`config.mk`:
```
export PLATFORM = sky130hd
export DESIGN_NAME = scale_sched
export DESIGN_NICKNAME = d
export VERILOG_FILES = /design/src/rtl/acc_pkg.sv /design/src/rtl/sync_fifo_fwft.sv /design/src/rtl/scale_sched.sv
export SDC_FILE = /design/constraint.sdc
export NUM_CORES = 2
export LEC_CHECK = 0
export ABC_AREA = 1
export CORE_MARGIN = 2
export CORE_UTILIZATION = 56
export CTS_CLUSTER_DIAMETER = 200
export DETAILED_ROUTE_END_ITERATION = 12
export PLACE_DENSITY = 0.81
export SYNTH_ARGS = -nofsm -noshare
export SYNTH_HDL_FRONTEND = slang
export SYNTH_SLANG_ARGS = --single-unit
```
`constraint.sdc`:
```
create_clock -name clk -period 8.65 [get_ports clk]
set_input_delay 1.73 -clock clk [delete_from_list [all_inputs] [get_ports clk]]
set_output_delay 1.73 -clock clk [all_outputs]
set_load 0.02 [all_outputs]
```
`src/rtl/acc_pkg.sv`:
```
// Shared definitions for the accumulator/requantization path: relu modes,
// scale pipeline latency and the scale_sched state type.
package acc_pkg;

    localparam int unsigned SCALE_LAT = 4;

    localparam logic [1:0] RELU_NONE  = 2'b00;
    localparam logic [1:0] RELU_ON    = 2'b10;
    localparam logic [1:0] RELU_LEAKY = 2'b11;

    typedef enum logic [1:0] {
        ST_IDLE  = 2'd0,
        ST_RUN   = 2'd1,
        ST_DRAIN = 2'd2,
        ST_DONE  = 2'd3
    } sched_state_t;

endpackage

```
`src/rtl/sync_fifo_fwft.sv`:
```
// First-word-fall-through synchronous FIFO; DEPTH must be a power of two.
// A push while full is dropped unless a pop happens in the same cycle.
module sync_fifo_fwft #(
    parameter int unsigned WIDTH = 8,
    parameter int unsigned DEPTH = 8
) (
    input  logic                     clk,
    input  logic                     rst_n,
    input  logic                     push,
    input  logic [WIDTH-1:0]         wdata,
    input  logic                     pop,
    output logic [WIDTH-1:0]         rdata,
    output logic                     full,
    output logic                     empty,
    output logic [$clog2(DEPTH):0]   count
);

    localparam int unsigned AW = $clog2(DEPTH);

    logic [WIDTH-1:0] mem [DEPTH];
    logic [AW-1:0]    wr_ptr;
    logic [AW-1:0]    rd_ptr;
    logic             do_push;
    logic             do_pop;

    assign full    = (count == (AW+1)'(DEPTH));
    assign empty   = (count == '0);
    assign do_pop  = pop && !empty;
    assign do_push = push && (!full || do_pop);
    assign rdata   = mem[rd_ptr];

    // Storage is not reset; only the pointers qualify its contents.
    always_ff @(posedge clk) begin
        if (do_push) begin
            mem[wr_ptr] <= wdata;
        end
    end

    always_ff @(posedge clk or negedge rst_n) begin
        if (!rst_n) begin
            wr_ptr <= '0;
            rd_ptr <= '0;
            count  <= '0;
        end else begin
            if (do_push) begin
                wr_ptr <= wr_ptr + AW'(1);
            end
            if (do_pop) begin
                rd_ptr <= rd_ptr + AW'(1);
            end
            if (do_push && !do_pop) begin
                count <= count + (AW+1)'(1);
            end else if (do_pop && !do_push) begin
                count <= count - (AW+1)'(1);
            end
        end
    end

endmodule

```
`src/rtl/scale_sched.sv`:
```
// Requantization sequencer: issues accumulator beats with per-group scale
// multipliers into the fixed-latency scale pipeline and buffers its results.
module scale_sched
    import acc_pkg::*;
#(
    parameter int unsigned DN     = 6,
    parameter int unsigned DW     = 22,
    parameter int unsigned MULW   = 9,
    parameter int unsigned OW     = 8,
    parameter int unsigned PAW    = 5,
    parameter int unsigned BCW    = 16,
    parameter int unsigned FDEPTH = 8
) (
    input  logic                 clk,
    input  logic                 rst_n,
    input  logic                 cfg_start,
    input  logic [BCW-1:0]       cfg_beats,
    input  logic [PAW:0]         cfg_groups,
    input  logic [4:0]           cfg_n,
    input  logic [1:0]           cfg_relu,
    input  logic                 prm_we,
    input  logic [PAW-1:0]       prm_addr,
    input  logic [DN*MULW-1:0]   prm_wdata,
    input  logic [DN*DW-1:0]     acc_data,
    input  logic                 acc_valid,
    output logic                 acc_ready,
    output logic [DN*DW-1:0]     sc_data1,
    output logic                 sc_valid1,
    output logic [DN*MULW-1:0]   sc_data2,
    output logic [4:0]           sc_n,
    output logic [1:0]           sc_relu,
    input  logic [DN*OW-1:0]     sc_sdata,
    input  logic                 sc_svalid,
    output logic [DN*OW-1:0]     out_data,
    output logic                 out_valid,
    input  logic                 out_ready,
    output logic                 busy,
    output logic                 done,
    output logic                 err
);

    localparam int unsigned CRW = $clog2(FDEPTH) + 1;
    localparam int unsigned NGRP = 2 ** PAW;

    sched_state_t state;
    sched_state_t state_nxt;

    logic [BCW-1:0]     beats_q;
    logic [BCW-1:0]     beat_q;
    logic [PAW:0]       groups_q;
    logic [PAW-1:0]     grp_q;
    logic [4:0]         n_q;
    logic [1:0]         relu_q;
    logic [CRW-1:0]     credits_q;
    logic               done_q;
    logic               err_q;

    logic [DN*MULW-1:0] prm_mem [NGRP];

    logic               issue;
    logic               pop;
    logic               start;
    logic               last_beat;
    logic               grp_last;
    logic               fifo_full;
    logic               fifo_empty;
    logic [CRW-1:0]     fifo_count;
    logic [DN*OW-1:0]   fifo_rdata;

    assign start     = (state == ST_IDLE) && cfg_start;
    assign acc_ready = (state == ST_RUN) && (credits_q != '0);
    assign issue     = acc_valid && acc_ready;
    assign pop       = out_valid && out_ready;
    assign last_beat = (beat_q == beats_q - BCW'(1));
    assign grp_last  = ({1'b0, grp_q} == groups_q - (PAW+1)'(1));

    // Issue path is a same-cycle pass-through, held at zero when idle.
    assign sc_valid1 = issue;
    assign sc_data1  = issue ? acc_data : '0;
    assign sc_data2  = issue ? prm_mem[grp_q] : '0;
    assign sc_n      = n_q;
    assign sc_relu   = relu_q;

    assign out_valid = !fifo_empty;
    assign out_data  = fifo_empty ? '0 : fifo_rdata;
    assign busy      = (state != ST_IDLE);
    assign done      = done_q;
    assign err       = err_q;

    always_ff @(posedge clk) begin
        if (prm_we && (state == ST_IDLE)) begin
            prm_mem[prm_addr] <= prm_wdata;
        end
    end

    always_ff @(posedge clk or negedge rst_n) begin
        if (!rst_n) begin
            state <= ST_IDLE;
        end else begin
            state <= state_nxt;
        end
    end

    always_comb begin
        state_nxt = state;
        case (state)
            ST_IDLE: begin
                if (cfg_start) begin
                    state_nxt = (cfg_beats == '0) ? ST_DONE : ST_RUN;
                end
            end
            ST_RUN: begin
                if (issue && last_beat) begin
                    state_nxt = ST_DRAIN;
                end
            end
            ST_DRAIN: begin
                if (credits_q == CRW'(FDEPTH)) begin
                    state_nxt = ST_DONE;
                end
            end
            ST_DONE: state_nxt = ST_IDLE;
            default: state_nxt = ST_IDLE;
        endcase
    end

    // Layer configuration and beat/group counters.
    always_ff @(posedge clk or negedge rst_n) begin
        if (!rst_n) begin
            beats_q  <= '0;
            groups_q <= '0;
            n_q      <= '0;
            relu_q   <= '0;
            beat_q   <= '0;
            grp_q    <= '0;
        end else if (start) begin
            beats_q  <= cfg_beats;
            groups_q <= cfg_groups;
            n_q      <= cfg_n;
            relu_q   <= cfg_relu;
            beat_q   <= '0;
            grp_q    <= '0;
        end else if (issue) begin
            beat_q   <= beat_q + BCW'(1);
            grp_q    <= grp_last ? '0 : grp_q + PAW'(1);
        end
    end

    // Credits cover FIFO entries plus beats still inside the scale pipeline.
    always_ff @(posedge clk or negedge rst_n) begin
        if (!rst_n) begin
            credits_q <= CRW'(FDEPTH);
        end else if (issue && !pop) begin
            credits_q <= credits_q - CRW'(1);
        end else if (pop && !issue && (credits_q != CRW'(FDEPTH))) begin
            credits_q <= credits_q + CRW'(1);
        end
    end

    always_ff @(posedge clk or negedge rst_n) begin
        if (!rst_n) begin
            done_q <= 1'b0;
            err_q  <= 1'b0;
        end else begin
            done_q <= (state == ST_DONE);
            if (sc_svalid && fifo_full && !pop) begin
                err_q <= 1'b1;
            end
        end
    end

    sync_fifo_fwft #(
        .WIDTH (DN*OW),
        .DEPTH (FDEPTH)
    ) u_fifo (
        .clk   (clk),
        .rst_n (rst_n),
        .push  (sc_svalid),
        .wdata (sc_sdata),
        .pop   (pop),
        .rdata (fifo_rdata),
        .full  (fifo_full),
        .empty (fifo_empty),
        .count (fifo_count)
    );

    a_credit_bound: assert property (@(posedge clk) disable iff (!rst_n)
        ((CRW+1)'(credits_q) + (CRW+1)'(fifo_count) <= (CRW+1)'(FDEPTH)));

endmodule

```
==> summary.txt <==
Placement
  – Port bufs: 521
  – Post-DP HPWL: 137000 um
  – Final GP Congestion: 0.905

Route
  – Final WL: 257000 um
  – Via count: 61001
  – ANT nets after route: 0
  – Initial DRT Pass Iterations: 8
  – 1st-iter DRT viols: 10487
  – Wirelength per Cell: 27.7 um
  – Vias per Instance: 6.56
  – DRC errors left: 0

Cells and area
  – # fillers: 10108
  – Register Area: 0.0651 mm2
  – Multi-input gate area: 0.0193 mm2
  – Layout cell share with drive strength beyond 1: 0.0616
  – Final Util: 0.652
  – Nets: 7335
  – Area Growth Syn to Fin: 15.4%

Pwr
  – P_sw: 0.00900 W
  – Power per cell area: 280 mW/mm2
  – Worst vdd ir: 335 uV
  – Net Sw Frac: 0.320
  – Flop pwr share: 0.439
  – Lkg Pwr: 32.9 nW
  – Comb pwr share: 0.245
  – Power share of the clock group: 0.316
  – P_int: 0.0192 W

STA
  – Final hold violation count: 0
  – Worst Tran Pin Value: 1.30 ns
  – Fmax achieved: 135 MHz
  – Tmin final: 7.41 ns
  – Slew headroom: 0.136
  – Setup TNS Final: 0 ns
  – Final number of max-transition violations: 0
  – Max Clock Skew: 0.0731 ns
  – Final setup viols: 0
  – Unrepaired setup endpoints after global routing: no
  – Fraction of the cycle the final worst path needs: 0.857

Floorplan
  – Die H: 399 um
  – Die Wd: 399 um
  – Core box area: 0.154 mm2
  – Row cnt: 144
  – Ports: 522
  – Die ar.: 0.159 mm2
  – Initial cell density of the core: 0.565

Clock network
  – Clock slew at reported path FFs: 0.06 ns
  – CTS tree: done
  – Clock Path Buffers: 3
  – CTS Hold Bufs: 0
  – Post-CTS Resized: 0
  – CTS HTree Levels: 4
  – Root buf cell: clkbuf_16
  – Clock buffer count from CTS: 204
  – CTS sink count: 2180
  – Setup Fix Bufs, Post-CTS: 0
  – Skew-Pair Late Insertion Delay: 0.86 ns

Logic synthesis
  – Post-synthesis sequential area ratio: 0.747
  – Biggest area consumer among synthesized cells: edfxtp_1
  – Count leader, synth: edfxtp_1
  – Number of synthesized flops with an enable pin: 2112
  – Synth Instances: 6699
  – Commonest cells in the synthesized netlist: edfxtp_1 (2112), nor2_1 (1417), o21ai_0 (1111), o221ai_1 (323), clkbuf_1 (268)
  – Number of warnings issued by yosys: 0
  – Top cell type's share of synthesized area: 0.727
  – Cell area after synthesis: 0.0872 mm2
  – Avg Synthesized Cell Area: 13.0 um2
  – Synthesized flop and latch total: 2180
  – Top FF cell, synth: edfxtp_1
  – Netlist cell types: 45
  – Async S/R FF share, synth: 0.0312
  – Syn Nets: 6992
  – Dominant cells by area after synthesis: edfxtp_1 (73%), o21ai_0 (6.4%), nor2_1 (6.1%), o221ai_1 (3.2%), dfrtp_1 (1.9%)

Worst setup path
  – Crit path arrival time: 5.68 ns
  – Worst setup EP type: primary output
  – Internal reg-to-reg setup slack: 4.28 ns
  – Required @ worst endpoint: 6.92 ns
  – Critical Path Start Type: flip-flop
  – Kind of critical path: flip-flop to primary output
  – CP Max Fanout: 104

Global routing
  – GR Util All Layers: 0.316
  – Initial antenna violation count: 59
  – First-pass GRT wire length: 369000 um
  – Vias in the first global route: 57729
  – Largest net degree at the start of global routing: 277
  – Remaining Overflow, GRT: 0

Worst hold path
  – Hold/Removal Path Class: flip-flop to flip-flop

Job
  – Total of max-cap violations: 0

Run status
  – Status: finished clean
through the flow:
stage / std cells / cell area (um2) / setup slack, ns / hold WS [ns] / total power [W]
6_report: 9300 / 101000 / 1.24 / 0.469 / 0.0282
4_1_cts: 9263 / 101000 / 1.39 / 0.472 / 0.0280
5_1_grt: 9292 / 101000 / 1.07 / 0.496 / 0.0291
3_3_place_gp: 8880 / 93900 / 1.70 / 0.442 / 0.0190
2_1_floorplan: 6699 / 87200 / 3.83 / 0.464 / 0.0168
3_5_place_dp: 8880 / 93900 / 1.62 / 0.453 / 0.0193
routing by layer:
| metal | global-route usage | up-vias | part of all wire |
|---|---|---|---|
| met4 | 0.152 | 40 | 0.042 |
| met2 | 0.471 | 4857 | 0.46 |
| met5 | 0.0112 | - | 0.0011 |
| met3 | 0.103 | 707 | 0.15 |
| met1 | 0.420 | 29819 | 0.35 |
| li1 | - | 25578 | - |
registers in the layout, indices dropped and copies added, names as in the netlist:
name	count
prm_mem	1728
u_fifo.mem	384
beat_q	16
beats_q	16
groups_q	6
grp_q	5
sc_n	5
credits_q	4
u_fifo.count	4
u_fifo.rd_ptr	3
u_fifo.wr_ptr	3
sc_relu	2
state	2
done	1
err	1
power groups by stage:
stage                     clock network [W]  registers, W  logic (W)
after global placement                    0        0.0126    0.00646
after global routing                0.00930        0.0124    0.00741
after floorplan                           0        0.0124    0.00438
final                               0.00889        0.0124    0.00691
after CTS                           0.00890        0.0124    0.00677
after detailed placement                  0        0.0126    0.00669
cells by family (layout without fill, tap and decap cells):
group           count (synthesis)  after routing  synth area share
compound gates               1866           1866             0.126
xor+xnor                       35             35           0.00351
fa+ha+maj                      18             18           0.00275
buf+inv                       707           1227            0.0357
flops                        2180           2180             0.747
other cells                     0             37                 0
simple gates                 1893           1893            0.0859
worst paths after layout:
path / startpoint / end / cells past startpoint
min in group asynchronous: rst_n / u_fifo.count[1]$_DFFE_PN0P_ / 1
worst max-delay path: grp_q[0]$_DFFE_PN0P_ / sc_data2[42] / 9
worst max register to register: state[0]$_DFFE_PN0P_ / prm_mem[25][18]$_DFFE_PP_ / 7
worst min register to register: err$_DFFE_PN0P_ / err$_DFFE_PN0P_ / 1
max in group asynchronous: rst_n / grp_q[2]$_DFFE_PN0P_ / 1
worst min-delay path: err$_DFFE_PN0P_ / err$_DFFE_PN0P_ / 1
worst max-delay path: stages, from the launching register on:
cell	delay (ns)
dfrtp_4	0.93
buf_4	0.74
buf_4	0.92
o21ai_0	0.24
o221ai_1	0.25
nand3_1	0.12
nand3_1	0.16
nand2_1	0.09
a21oi_1	0.50
clkdlybuf4s50_1	0.73
cell usage in the layout, fill, tap and decap left out, types with 16 or more instances in the layout:
| master | n |
|---|---|
| a21oi_1 | 66 |
| a31oi_1 | 102 |
| buf_4 | 88 |
| bufinv_16 | 18 |
| clkbuf_1 | 48 |
| clkbuf_16 | 204 |
| clkdlybuf4s50_1 | 520 |
| clkinv_1 | 55 |
| clkinv_2 | 38 |
| dfrtp_1 | 60 |
| diode_2 | 37 |
| edfxtp_1 | 2112 |
| ha_1 | 16 |
| inv_1 | 218 |
| nand2_1 | 221 |
| nand3_1 | 218 |
| nor2_1 | 1377 |
| nor2_4 | 40 |
| o21a_1 | 18 |
| o21ai_0 | 1111 |
| o21ai_1 | 81 |
| o221ai_1 | 323 |
| o22ai_1 | 149 |
| xor2_1 | 20 |
layout make-up:
| type | instances | share of cell area |
|---|---|---|
| antenna | 37 | 0.000920 |
| clock buffer | 252 | 0.0525 |
| clock inverter | 131 | 0.0136 |
| inverter | 228 | 0.00900 |
| multi-input combinational | 3812 | 0.192 |
| sequential | 2180 | 0.647 |
| tap | 2044 | 0.0254 |
| timing repair buffer | 616 | 0.0598 |
Note: power is estimated with default switching activity, not from simulation.
